===== config.mk =====
export PLATFORM = sky130hd
export DESIGN_NAME = timer_irq_unit_flat
export DESIGN_NICKNAME = d
export VERILOG_FILES = /design/src/rtl/timer_bus_if.sv /design/src/rtl/timer_irq_unit.sv /design/src/flat_wrapper.sv
export SDC_FILE = /design/constraint.sdc
export NUM_CORES = 1
export LEC_CHECK = 0
export ABC_AREA = 1
export BUFFER_PORTS_ARGS = -buffer_cell sky130_fd_sc_hd__clkbuf_2
export CORE_MARGIN = 2
export CORE_UTILIZATION = 55
export CTS_BUF_LIST = sky130_fd_sc_hd__clkbuf_8
export DETAILED_ROUTE_END_ITERATION = 8
export PLACE_DENSITY = 0.77
export SLEW_MARGIN = 0
export SYNTH_ARGS = -nofsm -noshare
export SYNTH_HDL_FRONTEND = slang
export SYNTH_SLANG_ARGS = --single-unit

===== constraint.sdc =====
create_clock -name clk -period 1.87 [get_ports clk]
set_input_delay 0.2805 -clock clk [delete_from_list [all_inputs] [get_ports clk]]
set_output_delay 0.2805 -clock clk [all_outputs]
set_load 0.005 [all_outputs]

===== src/rtl/timer_bus_if.sv =====
// -----------------------------------------------------------------------------
// timer_bus_if
// Data-memory bus slice seen by the timer peripheral.
//   addr   : byte address from the EX/MEM stage
//   mem_rd : read strobe
//   mem_wr : write strobe
//   wdata  : store data
//   rdata  : read data from the peripheral (0 when not selected)
//   hit    : address falls inside the peripheral's 32-byte window
// master = CPU side, slave = peripheral side.
// -----------------------------------------------------------------------------
interface timer_bus_if;
  logic [31:0] addr;
  logic        mem_rd;
  logic        mem_wr;
  logic [31:0] wdata;
  logic [31:0] rdata;
  logic        hit;

  modport master (
    output addr, mem_rd, mem_wr, wdata,
    input  rdata, hit
  );

  modport slave (
    input  addr, mem_rd, mem_wr, wdata,
    output rdata, hit
  );
endinterface


===== src/rtl/timer_irq_unit.sv =====
// -----------------------------------------------------------------------------
// timer_irq_unit
// Memory-mapped reload timer with a level interrupt, free-running SYSTICK and
// a prescaler. The interrupt is masked while the CPU runs in kernel mode.
//
// Ports:
//   clk    : core clock, all state changes on the rising edge
//   reset  : synchronous, active-low reset
//   kernel : PC[31] of the instruction in flight (1 = kernel mode)
//   irq    : interrupt request, ST & IE & ~kernel
//   bus    : data-memory bus slave (addr, mem_rd, mem_wr, wdata, rdata, hit)
//
// Register map (offset from BASE_ADDR, addr[1:0] ignored):
//   0x00 TH      reload value, R/W
//   0x04 TL      counter, R/W
//   0x08 TCON    [0] EN, [1] IE, [2] ST; upper bits read 0
//   0x0C SYSTICK free-running cycle counter, read-only
//   0x10 PSC     current prescaler count, read-only
//   0x14..0x1C   read 0, writes ignored
// -----------------------------------------------------------------------------
module timer_irq_unit #(
  parameter logic [31:0] BASE_ADDR = 32'h4000_0000,
  parameter int          PRESCALE  = 1
) (
  input  logic        clk,
  input  logic        reset,
  input  logic        kernel,
  output logic        irq,
  timer_bus_if.slave  bus
);

  typedef enum logic [2:0] {
    REG_TH      = 3'd0,
    REG_TL      = 3'd1,
    REG_TCON    = 3'd2,
    REG_SYSTICK = 3'd3,
    REG_PSC     = 3'd4
  } reg_sel_e;

  localparam logic [15:0] PSC_LAST = 16'(PRESCALE - 1);

  logic [31:0] th;
  logic [31:0] tl;
  logic [31:0] systick;
  logic [15:0] psc;
  logic        en;
  logic        ie;
  logic        st;

  reg_sel_e    sel;
  logic        wr_th;
  logic        wr_tl;
  logic        wr_tcon;
  logic        tick;
  logic        ovf;
  logic        ovf_set;

  // Byte lane bits carry no meaning for a word-only register file.
  logic        unused_ok;
  assign unused_ok = &{1'b0, bus.addr[1:0]};

  assign bus.hit = (bus.addr[31:5] == BASE_ADDR[31:5]);
  assign sel     = reg_sel_e'(bus.addr[4:2]);

  assign wr_th   = bus.mem_wr && bus.hit && (sel == REG_TH);
  assign wr_tl   = bus.mem_wr && bus.hit && (sel == REG_TL);
  assign wr_tcon = bus.mem_wr && bus.hit && (sel == REG_TCON);

  assign tick    = en && (psc == PSC_LAST);
  assign ovf     = tick && (tl == 32'hFFFF_FFFF);
  assign ovf_set = ovf && ie;

  // Combinational from registered ST/IE so kernel entry masks the request
  // in the same cycle.
  assign irq = st && ie && !kernel;

  always_comb begin
    // NOTE: assign a default before the case so no path leaves rdata
    // unassigned; a missing default here would infer a latch.
    bus.rdata = 32'd0;
    if (bus.mem_rd && bus.hit) begin
      case (sel)
        REG_TH:      bus.rdata = th;
        REG_TL:      bus.rdata = tl;
        REG_TCON:    bus.rdata = {29'd0, st, ie, en};
        REG_SYSTICK: bus.rdata = systick;
        REG_PSC:     bus.rdata = {16'd0, psc};
        default:     bus.rdata = 32'd0;
      endcase
    end
  end

  // NOTE: all state updates use non-blocking assignments so every register
  // samples the pre-edge values; reset is sampled only at the clock edge.
  always_ff @(posedge clk) begin
    if (!reset) begin
      th      <= 32'd0;
      tl      <= 32'd0;
      systick <= 32'd0;
      psc     <= 16'd0;
      en      <= 1'b0;
      ie      <= 1'b0;
      st      <= 1'b0;
    end else begin
      systick <= systick + 32'd1;

      // A TCON write restarts the prescale period; the tick computed from
      // the current state still takes effect on this edge.
      if (wr_tcon) begin
        psc <= 16'd0;
      end else if (en) begin
        psc <= tick ? 16'd0 : psc + 16'd1;
      end

      if (wr_th) begin
        th <= bus.wdata;
      end

      // A CPU write to TL wins over a coincident tick. On overflow TL loads
      // the pre-edge TH even if TH is being written on the same edge.
      if (wr_tl) begin
        tl <= bus.wdata;
      end else if (tick) begin
        tl <= ovf ? th : tl + 32'd1;
      end

      if (wr_tcon) begin
        en <= bus.wdata[0];
        ie <= bus.wdata[1];
      end

      // Overflow-set dominates a software clear on the same edge so no
      // interrupt is lost.
      st <= (wr_tcon ? bus.wdata[2] : st) | ovf_set;
    end
  end

endmodule


===== src/flat_wrapper.sv =====
// flat-port wrapper written by rule: the top's interface ports become plain ports
module timer_irq_unit_flat 
#(
  parameter logic [31:0] BASE_ADDR = 32'h4000_0000,
  parameter int          PRESCALE  = 1
)
  (clk, reset, kernel, irq, bus_addr, bus_mem_rd, bus_mem_wr, bus_wdata, bus_rdata, bus_hit);
  timer_bus_if bus_i ();
  input  logic clk;
  input  logic reset;
  input  logic kernel;
  output logic irq;
  input wire logic [$bits(bus_i.addr)-1:0] bus_addr;
  input wire logic [$bits(bus_i.mem_rd)-1:0] bus_mem_rd;
  input wire logic [$bits(bus_i.mem_wr)-1:0] bus_mem_wr;
  input wire logic [$bits(bus_i.wdata)-1:0] bus_wdata;
  output wire logic [$bits(bus_i.rdata)-1:0] bus_rdata;
  output wire logic [$bits(bus_i.hit)-1:0] bus_hit;
  assign bus_i.addr = bus_addr;
  assign bus_i.mem_rd = bus_mem_rd;
  assign bus_i.mem_wr = bus_mem_wr;
  assign bus_i.wdata = bus_wdata;
  assign bus_rdata = bus_i.rdata;
  assign bus_hit = bus_i.hit;
  timer_irq_unit #(.BASE_ADDR(BASE_ADDR), .PRESCALE(PRESCALE)) u_core (.clk(clk), .reset(reset), .kernel(kernel), .irq(irq), .bus(bus_i));
endmodule

Word-level counts from Yosys, hierarchy flattened:

Index checks and enable logic that the tools add are counted.

* register bits: 115
* bits of input ports: 69
* output and inout port bits: 34
* logic and storage cells: 40

* $add $sub $neg: 3
* equality and inequality tests: 6
* muxes and demuxes: 7
* bitwise operators: 2
* reduce and logical (&&, ||, !) cells: 15

Operator list (count)
* case mux 32 bit (5 select lines): 1
* two-way mux 32 bit: 4
* adder 32 x 1 -> 32 bit (second input constant): 2
* == test 32 bit (second input constant): 1
* == test 27 x 26 -> 1 bit (second input constant): 1
* adder 16 x 1 -> 16 bit (second input constant): 1
* logical NOT 16 bit: 1
* two-way mux 16 bit: 1
* logical AND 1 bit: 10
* == test 3 x 2 -> 1 bit (second input constant): 2
* == test 3 x 1 -> 1 bit (second input constant): 1
* == test 3 bit (second input constant): 1
* logical NOT 3 bit: 1
* nonzero test 2 bit: 1
* OR reduction 2 bit: 1
* logical NOT 1 bit: 1
* two-way mux 1 bit: 1
* inverter 1 bit: 1
* bitwise OR 1 bit: 1

Depth between registers and ports, before layout:

* word-level depth: 6
* gate-level depth with buffers: 13
* gate-level depth less buffers: 13

Least setup slack after synthesis:

Ideal clock, no wire load.

* kind: register -> register
* start point: register u_core.tl[0]
* end point: register u_core.tl[15]
* setup time: 131 ps
* data arrival time: 1591 ps
* data required time: 1739 ps
* setup slack: 149 ps
* cell stages (with the launch flop): 10
* buffers on the path: 1
* period minus slack after synthesis: 1721 ps
* cell sequence: dfxtp_1 ha_1 nand2_1 nor2_4 nand3_1 nor3_4 buf_4 nand4_1 nand3_1 a21oi_2

* cells in the longest elaborated chain, start to end: 5
* elaborated cells on any way between the ends: 6

Ends and longest elaborated chain
* from (decl): line timer_irq_unit.sv:43 `logic [31:0] tl;`
* from (signal assigned): line timer_irq_unit.sv:122 `tl <= bus.wdata;`
* from (signal assigned): line timer_irq_unit.sv:124 `tl <= ovf ? th : tl + 32'd1;`
* branches (longest 2 deep; another with adder 32 x 1 -> 32 bit)
* two-way mux 32 bit *: line timer_irq_unit.sv:124
* two-way mux 32 bit *: line timer_irq_unit.sv:123 `end else if (tick) begin`
* two-way mux 32 bit *: line timer_irq_unit.sv:121 `if (wr_tl) begin`

Mark *: on every way between the ends. The select of a mux whose other input is x is not followed.
A chain may end at the register's enable or synchronous reset.

Final worst setup path:

* start point: input port bus_addr[27]
* end point: output port bus_rdata[21]

* cells in the longest elaborated chain, start to end: 3

Ends and longest elaborated chain
* from (decl): line flat_wrapper.sv:13 `input wire logic [$bits(bus_i.addr)-1:0] bus_addr;`
* == test 27 x 26 -> 1 bit: line timer_irq_unit.sv:62 `assign bus.hit = (bus.addr[31:5] == BASE_ADDR[31:5]);`
* logical AND 1 bit: line timer_irq_unit.sv:81 `if (bus.mem_rd && bus.hit) begin`
* two-way mux 32 bit: line timer_irq_unit.sv:81
* to (decl): line flat_wrapper.sv:17 `output wire logic [$bits(bus_i.rdata)-1:0] bus_rdata;`

Every way passes these cells.

==> impl_metrics.tcl <==
set metrics [dict create \
    async_flop_share_pct 0 \
    core.rowCount 43 \
    drtPass1Iterations 6 \
    tightest_slew_ps 493 \
    wire_per_inst_um 16.9 \
    final_cell_mix "nand2_1, inv_1, nor2_1" \
    hold_class "primary input to register" \
    wirelength_um 28300 \
    via_per_inst 5.84 \
    antenna_left 0 \
    initial_core_util_pct 56.0 \
    place.gp.congestion 0.962 \
    ys_ff_latch 115 \
    fp.dieArea_mm2 0.0150 \
    max-vdd-ir-drop_mv 0.368 \
    yosys-top-cells-area "dfxtp_1, nand2_1, inv_1" \
    portBuffers 100 \
    arrival_ps 1650 \
    path_cells "buf_6, nor2_2, nand2_1, nor2_1, nand2_1, nor2_4, o211ai_1, buf_6, buf_12, a31oi_1, buf_2" \
    drive_gt1_share_pct 25.8 \
    fillers 1128 \
    path_class "primary input to primary output" \
    min_period_ps 1930 \
    clk_pin_slew_ps 70 \
    clk_latency_ps 450 \
    yosysTopAreaCellShare_pct 29.9 \
    rsz0062_at_grt "yes" \
    power_density_mw_per_mm2 513 \
    clk_path_buf_depth 2 \
    regArea_mm2 0.00231 \
    syn_avg_cell_area_um2 6.01 \
    synth_ff_type "dfxtp_1" \
    hold_viol 0 \
    ys_seq_area_share_pct 29.9 \
    multiInputGateArea_mm2 0.00503 \
    cp-start-kind "primary input" \
    grt_overflow 0 \
    maxSlewHeadroom_pct 66.8 \
    failed_checks "negative setup slack" \
    syn_to_final_growth_pct 34.4 \
    syn_inst 1283 \
    setup_viol 29 \
    htree_num_levels 4 \
    diodes 0 \
    grt_first_pass_wirelength_um 42100 \
    synth_edf_count 0 \
    syn_area_mm2 0.00771 \
    fmax_mhz 517 \
    setup_ws_ps -64.9 \
    gr-usage-all-layers_pct 36.0 \
    mostFrequentLayoutCell "nand2_1" \
    hold_path.startpoint "bus_wdata[28]" \
    endpoint_kind "primary output" \
    die_w_um 122 \
    slew_viol_final 0 \
    core_area_mm2 0.0138 \
    clock_sinks 115 \
    grt_pass1_vias 8439 \
    cts_tree "built" \
    pin_count 103 \
    cpMaxStageDelayCell "buf_6" \
    clock-root-buffer "clkbuf_8" \
    finalCritPeriodShare_pct 103 \
    hpwl_um 19900 \
    leakage_nw 4.24 \
    status "finished with violations" \
    synth_cell_type_count 42 \
    antenna_found_initial 0 \
    maxCapViolCount 0 \
    yosys.area.top_type "dfxtp_1" \
    drc 0 \
    grt_max_degree 33 \
    layout.nets 1557 \
    ys_warn_count 0 \
    die-height_um 122 \
    cts-buffers-inserted 17 \
    pre_cts_ws_ps -184 \
    reg2reg_from "u_core.psc[1]" \
    fin_worst_skew_ps 9.08 \
    syn_nets 1356 \
    crit_fanout 8 \
    critPathMaxStageDelay_ps 190 \
    setup_tns_ps -851 \
    dr_total_vias 9781 \
    startpoint "bus_addr[27]" \
    required_ps 1590 \
    drt_iter0_drc 1225 \
]
[cell usage after synthesis (3+ instances only)]
cell type / count
nor2_1: 141
or2_2: 6
nand2_4: 3
nor4_1: 6
a221oi_1: 5
nor2_2: 3
o22ai_1: 9
nand3_1: 113
a21oi_1: 111
nand2_2: 3
dfxtp_1: 115
buf_4: 3
nand2_1: 345
o21ai_0: 48
xnor2_1: 6
xor2_1: 16
clkbuf_1: 37
inv_1: 158
nand4_1: 58
a31oi_1: 21
inv_2: 4
nor2_4: 5
nor3b_1: 4
buf_2: 13
ha_1: 4
nand3b_1: 3
nor3_1: 23
[timing repair]
item | CTS | global route
cloned | 1 | 4
endpoints found under the setup margin | 45 | 77
pin swaps | 9 | 45
buffers inserted | 5 | 11
hold buffers | 0 | 0
resized for setup | 20 | 150
[routing by layer]
metal  track usage, %  wire length (um)
met5                0                 0
met4             12.1               650
met3             6.41              2890
met2             58.3             13200
met1             48.5             11600
[kinds of logic (layout without fill, tap and decap cells)]
family                     Yosys count  after routing  synth area share [%]
and+or+nand+nor                    721            723                  41.6
buffers and inverters              218            428                  11.2
AOI/OAI and AO/OA                  203            203                  14.2
adders and majority gates            4              4                 0.649
DFF                                115            115                  29.9
xor gates and xnor gates            22             22                  2.50
[through the flow]
stage               std cells  area (um^2)  power, mW  hold slack (ps)  util (%)
floorplan                1283         7710       2.63              415         -
global placement         1624         9170       2.80              448      66.6
detailed placement       1624         9170       2.80              455      66.6
CTS                      1660         9710       5.26             87.5      70.5
global route             1675        10400       5.44              110      75.2
finish                   1675        10400       5.31             99.8      75.2
[final cells by class]
cell class	instances	area share, %
inverter	162	5.87
multi-input combinational	952	48.6
clock buffer	18	2.39
clock inverter	12	1.58
tap	180	2.17
sequential	115	22.3
timing repair buffer	236	17.1
[registers in the layout, summed over array words and instances (netlist names)]
| name | count |
|---|---|
| u_core.systick | 32 |
| u_core.st | 1 |
| u_core.en | 1 |
| u_core.th | 32 |
| u_core.ie | 1 |
| u_core.psc | 16 |
| u_core.tl | 32 |
[power by group]
group,leakage (nW),switching (mW),internal [mW]
combinational,3.09,0.199,0.138
clock,0.217,1.06,1.46
sequential,0.929,0.00507,2.45
total,4.24,1.27,4.05
[worst max-delay path: cells and delay by family]
kind / cells / cell delay (ps)
simple gates: 5 / 500
buf+inv: 4 / 590
compound gates: 2 / 270
[worst paths after layout]
kind / endpoint / slack [ps] / cells past startpoint
min: u_core.th[28] / 100 / 3
min reg2reg: u_core.psc[14] / 470 / 2
max reg2reg: u_core.tl[12] / 30 / 12
max: bus_rdata[21] / -60 / 11
(Power assumes the default switching activity.)
